**src/rtl/seq_mem_datapath_if.sv**
```systemverilog
// Strobe and data bundle between the sequential-memory controller and its datapath.
// The master side issues strobes and write data; the slave side returns addresses, reads and flags.
interface seq_mem_datapath_if #(
    parameter int DATA_W  = 8,
    parameter int DEPTH_A = 8,
    parameter int DEPTH_B = 4
);
    localparam int AW = $clog2(DEPTH_A);
    localparam int BW = $clog2(DEPTH_B);

    logic              wea;
    logic              inc_a;
    logic              web;
    logic              inc_b;
    logic [DATA_W-1:0] data_in_a;
    logic [AW-1:0]     addr_a;
    logic [BW-1:0]     addr_b;
    logic [DATA_W-1:0] dout1;
    logic [DATA_W-1:0] dout2;
    logic [DATA_W:0]   result_b;
    logic [DATA_W:0]   dout_b;
    logic              b_full;

    modport master (
        output wea, inc_a, web, inc_b, data_in_a,
        input  addr_a, addr_b, dout1, dout2, result_b, dout_b, b_full
    );

    modport slave (
        input  wea, inc_a, web, inc_b, data_in_a,
        output addr_a, addr_b, dout1, dout2, result_b, dout_b, b_full
    );
endinterface

```
**src/rtl/seq_mem_datapath.sv**
```systemverilog
// Memory A streamed through a one-word delay and compare/add-subtract unit,
// with pairwise results stored in Memory B behind a registered read port.
module seq_mem_datapath #(
    parameter int DATA_W  = 8,
    parameter int DEPTH_A = 8,
    parameter int DEPTH_B = 4
) (
    input logic               clk,
    input logic               rst,
    seq_mem_datapath_if.slave bus
);
    localparam int AW = $clog2(DEPTH_A);
    localparam int BW = $clog2(DEPTH_B);
    localparam int CW = $clog2(DEPTH_B) + 1;

    logic [DATA_W-1:0] mem_a [DEPTH_A];
    logic [DATA_W:0]   mem_b [DEPTH_B];
    logic [AW-1:0]     addr_a;
    logic [BW-1:0]     addr_b;
    logic [DATA_W-1:0] dout1;
    logic [DATA_W-1:0] dout2;
    logic [DATA_W:0]   result_b;
    logic [DATA_W:0]   dout_b;
    logic [CW-1:0]     b_cnt;
    logic              b_full;

    assign dout1  = mem_a[addr_a];
    assign b_full = (b_cnt == CW'(DEPTH_B));

    // Subtract only when strictly greater; ties and smaller take the full-width add.
    always_comb begin
        result_b = '0;
        if (dout2 > dout1)
            result_b = {1'b0, dout2 - dout1};
        else
            result_b = {1'b0, dout2} + {1'b0, dout1};
    end

    always_ff @(posedge clk or posedge rst) begin
        if (rst) begin
            addr_a <= '0;
            dout2  <= '0;
            for (int i = 0; i < DEPTH_A; i++)
                mem_a[i] <= '0;
        end else begin
            if (bus.wea)
                mem_a[addr_a] <= bus.data_in_a;
            if (bus.inc_a)
                addr_a <= addr_a + AW'(1);
            dout2 <= dout1;
        end
    end

    // dout_b samples the pre-write word, so a same-edge write shows up one cycle later.
    always_ff @(posedge clk or posedge rst) begin
        if (rst) begin
            addr_b <= '0;
            dout_b <= '0;
            b_cnt  <= '0;
            for (int i = 0; i < DEPTH_B; i++)
                mem_b[i] <= '0;
        end else begin
            if (bus.web)
                mem_b[addr_b] <= result_b;
            if (bus.inc_b)
                addr_b <= addr_b + BW'(1);
            dout_b <= mem_b[addr_b];
            if (bus.web && !b_full)
                b_cnt <= b_cnt + CW'(1);
        end
    end

    assign bus.addr_a   = addr_a;
    assign bus.addr_b   = addr_b;
    assign bus.dout1    = dout1;
    assign bus.dout2    = dout2;
    assign bus.result_b = result_b;
    assign bus.dout_b   = dout_b;
    assign bus.b_full   = b_full;
endmodule

```
**src/flat_wrapper.sv**
```systemverilog
// flat-port wrapper written by rule: the top's interface ports become plain ports
module seq_mem_datapath_flat 
#(
    parameter int DATA_W  = 8,
    parameter int DEPTH_A = 8,
    parameter int DEPTH_B = 4
)
  (clk, rst, bus_wea, bus_inc_a, bus_web, bus_inc_b, bus_data_in_a, bus_addr_a, bus_addr_b, bus_dout1, bus_dout2, bus_result_b, bus_dout_b, bus_b_full);
  seq_mem_datapath_if #(.DATA_W(DATA_W), .DEPTH_A(DEPTH_A), .DEPTH_B(DEPTH_B)) bus_i ();
  input logic clk;
  input logic rst;
  input wire logic [$bits(bus_i.wea)-1:0] bus_wea;
  input wire logic [$bits(bus_i.inc_a)-1:0] bus_inc_a;
  input wire logic [$bits(bus_i.web)-1:0] bus_web;
  input wire logic [$bits(bus_i.inc_b)-1:0] bus_inc_b;
  input wire logic [$bits(bus_i.data_in_a)-1:0] bus_data_in_a;
  output wire logic [$bits(bus_i.addr_a)-1:0] bus_addr_a;
  output wire logic [$bits(bus_i.addr_b)-1:0] bus_addr_b;
  output wire logic [$bits(bus_i.dout1)-1:0] bus_dout1;
  output wire logic [$bits(bus_i.dout2)-1:0] bus_dout2;
  output wire logic [$bits(bus_i.result_b)-1:0] bus_result_b;
  output wire logic [$bits(bus_i.dout_b)-1:0] bus_dout_b;
  output wire logic [$bits(bus_i.b_full)-1:0] bus_b_full;
  assign bus_i.wea = bus_wea;
  assign bus_i.inc_a = bus_inc_a;
  assign bus_i.web = bus_web;
  assign bus_i.inc_b = bus_inc_b;
  assign bus_i.data_in_a = bus_data_in_a;
  assign bus_addr_a = bus_i.addr_a;
  assign bus_addr_b = bus_i.addr_b;
  assign bus_dout1 = bus_i.dout1;
  assign bus_dout2 = bus_i.dout2;
  assign bus_result_b = bus_i.result_b;
  assign bus_dout_b = bus_i.dout_b;
  assign bus_b_full = bus_i.b_full;
  seq_mem_datapath #(.DATA_W(DATA_W), .DEPTH_A(DEPTH_A), .DEPTH_B(DEPTH_B)) u_core (.clk(clk), .rst(rst), .bus(bus_i));
endmodule
```
**config.mk**
```make
export PLATFORM = sky130hd
export DESIGN_NAME = seq_mem_datapath_flat
export DESIGN_NICKNAME = d
export VERILOG_FILES = /design/src/rtl/seq_mem_datapath_if.sv /design/src/rtl/seq_mem_datapath.sv /design/src/flat_wrapper.sv
export SDC_FILE = /design/constraint.sdc
export NUM_CORES = 1
export LEC_CHECK = 0
export CAP_MARGIN = 20
export CORE_MARGIN = 4
export CORE_UTILIZATION = 45
export CTS_BUF_LIST = sky130_fd_sc_hd__clkbuf_16
export CTS_CLUSTER_SIZE = 16
export DETAILED_ROUTE_END_ITERATION = 6
export GPL_ROUTABILITY_DRIVEN = 0
export SYNTH_ARGS = -nofsm -noshare
export SYNTH_HDL_FRONTEND = slang
export SYNTH_SLANG_ARGS = --single-unit
export TNS_END_PERCENT = 50
```
**constraint.sdc**
```tcl
create_clock -name clk -period 9.5 [get_ports clk]
set_input_delay 1.425 -clock clk [delete_from_list [all_inputs] [get_ports clk]]
set_output_delay 1.425 -clock clk [all_outputs]
set_load 0.01 [all_outputs]
```
======== Word-level counts from Yosys, hierarchy flattened ========
Index checks and enable logic that the tools add are counted.
operators by class
  magnitude comparators ................... 5
  reduce and logical (&&, ||, !) cells .... 4
  $add $sub $neg .......................... 5
  bitwise operators ....................... 2
  eq/ne operators ......................... 1
  multiplexer cells ....................... 13
operator list
  kind                                                                   count
  64-bit bitwise mux                                                     1
  36-bit bitwise mux                                                     1
  9-bit two-way mux                                                      4
  8-bit binary-select mux with 3-bit select                              1
  8-bit demux with 3-bit select                                          1
  8-bit two-way mux                                                      3
  9-bit binary-select mux with 2-bit select                              1
  9-bit demux with 2-bit select                                          1
  8-bit by 8-bit adder with 9-bit output                                 1
  8-bit > comparator                                                     1
  8-bit subtractor                                                       1
  3-bit by 1-bit adder with 3-bit output (second input constant)         2
  4-bit greater-or-equal comparator (second input constant)              1
  4-bit by 1-bit < comparator with 1-bit output (second input constant)  1
  3-bit inverter with 4-bit output                                       1
  3-bit == test (second input constant)                                  1
  3-bit greater-or-equal comparator (second input constant)              1
  1-bit logical AND                                                      3
  3-bit by 1-bit < comparator with 1-bit output (second input constant)  1
  2-bit inverter with 3-bit output                                       1
  2-bit by 1-bit adder with 2-bit output (second input constant)         1
  1-bit zero test                                                        1
storage, ports and cells
  output and inout port bits .............. 40
  register bits after elaboration ......... 125
  input port bits ......................... 14
  word-level logic and storage cells ...... 47

======== Longest topological paths before layout ========
  depth in word-level cells ............... 7
  mapped depth ............................ 13
  gate-level depth less buffers ........... 10

======== Worst setup path before layout ========
OpenSTA, ideal clock, no wires.
  path kind ............................... reg2out
  from .................................... reg u_core.addr_a[0], in the netlist u_core.bus.addr_a[0]
  to ...................................... out bus_result_b[7]
  cell stages (with the launch flop) ...... 11
  path buffers ............................ 1
  data required time ...................... 8.075 ns
  slack ................................... 4.844 ns
  data arrival time ....................... 3.231 ns
  cell sequence ........................... dfrtp_1 > buf_2 > mux4_2 > mux2i_1 > inv_1 > ha_1 > nor2b_1 > o311ai_1 > nand3_1 > mux2i_1 > xnor2_1
between the ends
  word-level cells in the longest chain between the ends .. 6
  elaborated cells between the ends (all ways) .. 8
  classes of those cells .................. add/sub: 2; order compare: 1; mux: 4; bitwise: 1
ends and longest elaborated chain
  element                                                         line                    RTL
  start: declaration                                              seq_mem_datapath.sv:18  logic [AW-1:0] addr_a;
  start signal: assignment                                        seq_mem_datapath.sv:49  addr_a <= addr_a + AW'(1);
  3-bit inverter with 4-bit output (not written as such) *        seq_mem_datapath.sv:27  assign dout1 = mem_a[addr_a];
  8-bit binary-select mux with 3-bit select *                     seq_mem_datapath.sv:27
  8-bit two-way mux (not written as such) * (2 in a row)          seq_mem_datapath.sv:27
  net bus_dout1[1]                                                flat_wrapper.sv:19      output wire logic [$bits(bus_i.dout1)-1:0] bus_dout1;
  8-bit by 8-bit adder with 9-bit output (tied with other cells)  seq_mem_datapath.sv:36  result_b = {1'b0, dout2} + {1'b0, dout1};
  9-bit two-way mux *                                             seq_mem_datapath.sv:33  if (dout2 > dout1)
  end: declaration                                                flat_wrapper.sv:21      output wire logic [$bits(bus_i.result_b)-1:0] bus_result_b;
Mark *: on every way through the listed nets, which the timed path passes. The rest lies on a longest branch. The select of a mux whose other input is x is not followed.

======== Worst setup path after layout ========
  from .................................... reg u_core.addr_a[2], in the netlist u_core.bus.addr_a[2]
  to ...................................... out bus_result_b[1]
between the ends
  word-level cells in the longest chain between the ends .. 6
  elaborated cells between the ends (all ways) .. 8
  classes of those cells .................. add/sub: 2; order compare: 1; mux: 4; bitwise: 1
ends and longest elaborated chain
  element                                                         line
  3-bit inverter with 4-bit output (not written as such) *        seq_mem_datapath.sv:27
  8-bit binary-select mux with 3-bit select *                     seq_mem_datapath.sv:27
  8-bit two-way mux (not written as such) * (2 in a row)          seq_mem_datapath.sv:27
  8-bit by 8-bit adder with 9-bit output (tied with other cells)  seq_mem_datapath.sv:36
  9-bit two-way mux *                                             seq_mem_datapath.sv:33
Mark *: on every way between the ends. The rest lies on a longest branch, timed or not. The select of a mux whose other input is x is not followed.

==> flow_metrics.env <==
export IMPL_rsz0062_at_grt="no"
export IMPL_synthFlopType="dfrtp_1"
export IMPL_die_h_um=130
export IMPL_critPathLaunchType="register"
export IMPL_report_final_slew_viol_count=0
export IMPL_postRouteAntennaNets=0
export IMPL_cts_sinks=125
export IMPL_place_hpwl_um=10500
export IMPL_grt_ovfl_total=0
export IMPL_synth_seq_cells=125
export IMPL_hold_violations=0
export IMPL_cts_htree_levels=4
export IMPL_wl_per_cell_um=19.5
export IMPL_cp_max_fo=25
export IMPL_synth_top_cell_area_share_pct=47.0
export IMPL_die_w_um=130
export IMPL_setup_violations=0
export IMPL_postCtsHoldBufs=0
export IMPL_area_delta_synth_final_pct=18.6
export IMPL_crit_end="bus_result_b[1]"
export IMPL_rows=44
export IMPL_die_area_um2=16800
export IMPL_n_antenna_cell=0
export IMPL_slew_limit_headroom_pct=29.6
export IMPL_place_inst=760
export IMPL_drt_pass1_iterations=4
export IMPL_cp_data_arrival_time_ns=4.93
export IMPL_antenna_found_initial=0
export IMPL_netlist_area_um2=6660
export IMPL_path_class="reg -> out"
export IMPL_clkTransAtPathRegs_ns=0.06
export IMPL_num_vias=4610
export IMPL_synth_top_cells_by_area="dfrtp_1 47%, mux2_2 11%, mux4_2 8.5%, ha_1 4.3%, nand2_1 2.3%"
export IMPL_finalCritPeriodShare_pct=66.9
export IMPL_worstPathRequired_ns=8.08
export IMPL_fp_coreArea_um2=14500
export IMPL_synth_nets=590
export IMPL_r2r_start="u_core.bus.addr_a[2]"
export IMPL_yosysWarnings=0
export IMPL_layoutNonFillerInstCount=793
export IMPL_fmax_mhz=157
export IMPL_cts_buffers=17
export IMPL_grt_max_degree=76
export IMPL_cap_violations=0
export IMPL_cp_startpoint="u_core.bus.addr_a[2]"
export IMPL_yosysUniqueCellTypes=60
export IMPL_synth_async_reset_ratio_pct=100
export IMPL_r2r_end="u_core.mem_b[10]"
export IMPL_via_per_inst=5.81
export IMPL_ys_seq_area_share_pct=47.0
export IMPL_synth_edf_count=0
export IMPL_outcome="complete, no violations"
export IMPL_grt_use_total_pct=19.6
export IMPL_post_cts_buffers=0
export IMPL_layout_commonest_cell="dfrtp_1"
export IMPL_tns_ns=0
export IMPL_stdcell_area_um2=7900
export IMPL_drt_iter0_markers=300
export IMPL_final_nets=636
export IMPL_cts_resized=0
export IMPL_cts_root_buf="clkbuf_16"
export IMPL_rrSetupSlack_ns=5.26
export IMPL_grt_pass1_wl_um=25400
export IMPL_end_kind="primary output"
export IMPL_drive_gt1_share_pct=22.8
export IMPL_synth_top_cell_by_area="dfrtp_1"
export IMPL_drt_wl_total_um=15400
export IMPL_initial_utilization_pct=45.8
export IMPL_r2r_cells=9
export IMPL_drc=0
export IMPL_finClkSkew_ns=0.00958
export IMPL_syn_inst=551
export IMPL_syn_avg_cell_area_um2=12.1
export IMPL_tightestPinTransition_ns=1.06
export IMPL_finalCriticalPeriod_ns=6.35
export IMPL_dpl_worst_slack_ns=3.36
export IMPL_insertion_delay_ns=0.42
export IMPL_placed_area_um2=7310
export IMPL_min_path_type="reg -> reg"
export IMPL_io_buffer_count=53
export IMPL_ios=54
export IMPL_clockBufferDepth=2
export IMPL_final_cell_mix="125 x dfrtp_1, 66 x mux2_2, 53 x clkdlybuf4s50_1"
export IMPL_cts_tree="done"
export IMPL_fin_ws_ns=3.15
export IMPL_grt_pass1_vias=4872
## synthesized netlist by cell type (13+ instances only)
cell type	instances
a21oi_1	13
clkbuf_1	18
dfrtp_1	125
ha_1	23
inv_1	24
mux2_2	66
mux4_2	25
nand2_1	40
nand3_1	14
nand4_1	14
nor2_1	16
o21ai_0	16
## metrics by stage
stage / hold WS, ns / util (%)
floorplan: 0.443 / -
global placement: 0.459 / 50.3
detailed placement: 0.470 / 50.3
CTS: 0.483 / 54.2
global route: 0.499 / 54.4
finish: 0.480 / 54.4
## kinds of logic after synthesis
group | after synthesis | share of synthesized area [%]
and+or+nand+nor | 141 | 12.0
DFF | 125 | 47.0
adders and majority gates | 25 | 4.92
AOI/OAI and AO/OA | 94 | 10.2
xor gates and xnor gates | 9 | 1.18
buffers and inverters | 55 | 3.44
muxes | 102 | 21.3
## sequential cells by signal (all words and copies together) (netlist names)
| name | count |
|---|---|
| u_core.b_cnt | 3 |
| u_core.bus.dout_b | 9 |
| u_core.bus.addr_b | 2 |
| u_core.mem_a | 64 |
| u_core.mem_b | 36 |
| u_core.bus.addr_a | 3 |
| u_core.bus.dout2 | 8 |
## worst min-delay path by stage
stage	from	to	slack (ns)	cells past startpoint
3_3_place_gp	u_core.mem_b[3]	u_core.mem_b[3]	0.46	2
2_1_floorplan	u_core.mem_b[12]	u_core.mem_b[12]	0.44	2
6_report	u_core.mem_b[3]	u_core.mem_b[3]	0.48	2
4_1_cts	u_core.mem_b[3]	u_core.mem_b[3]	0.48	2
5_1_grt	u_core.mem_b[26]	u_core.mem_b[26]	0.50	2
3_5_place_dp	u_core.mem_b[3]	u_core.mem_b[3]	0.47	2
## final cells by class
type                       count  area, um2
clock buffer                  17        425
sequential                   125       3130
timing repair buffer          58        579
tap                          184        230
clock inverter                14        141
fill                        1252       6630
multi-input combinational    371       3300
inverter                      24       92.6
## critical path, stage by stage (launching register included)
cell and delay (ns):
dfrtp_1 1.04, mux4_2 0.41, mux2i_1 0.20, ha_1 0.60, a21oi_1 0.22, o21a_1 0.27, a21oi_2 0.54, buf_6 0.24
mux2i_1 0.41, inv_1 0.08, clkdlybuf4s50_1 0.48
## routing by layer
metal	vias up	global-route usage, %	routed length (um)
li1	2148	-	-
met2	93	34.7	8110
met1	2350	23.7	6510
met3	19	4.33	551
met5	-	0	0
met4	0	6.78	274
Power is left out: the tool's default activity adds up to more than one toggle a clock period on the data nets, which glitch-free logic cannot reach.
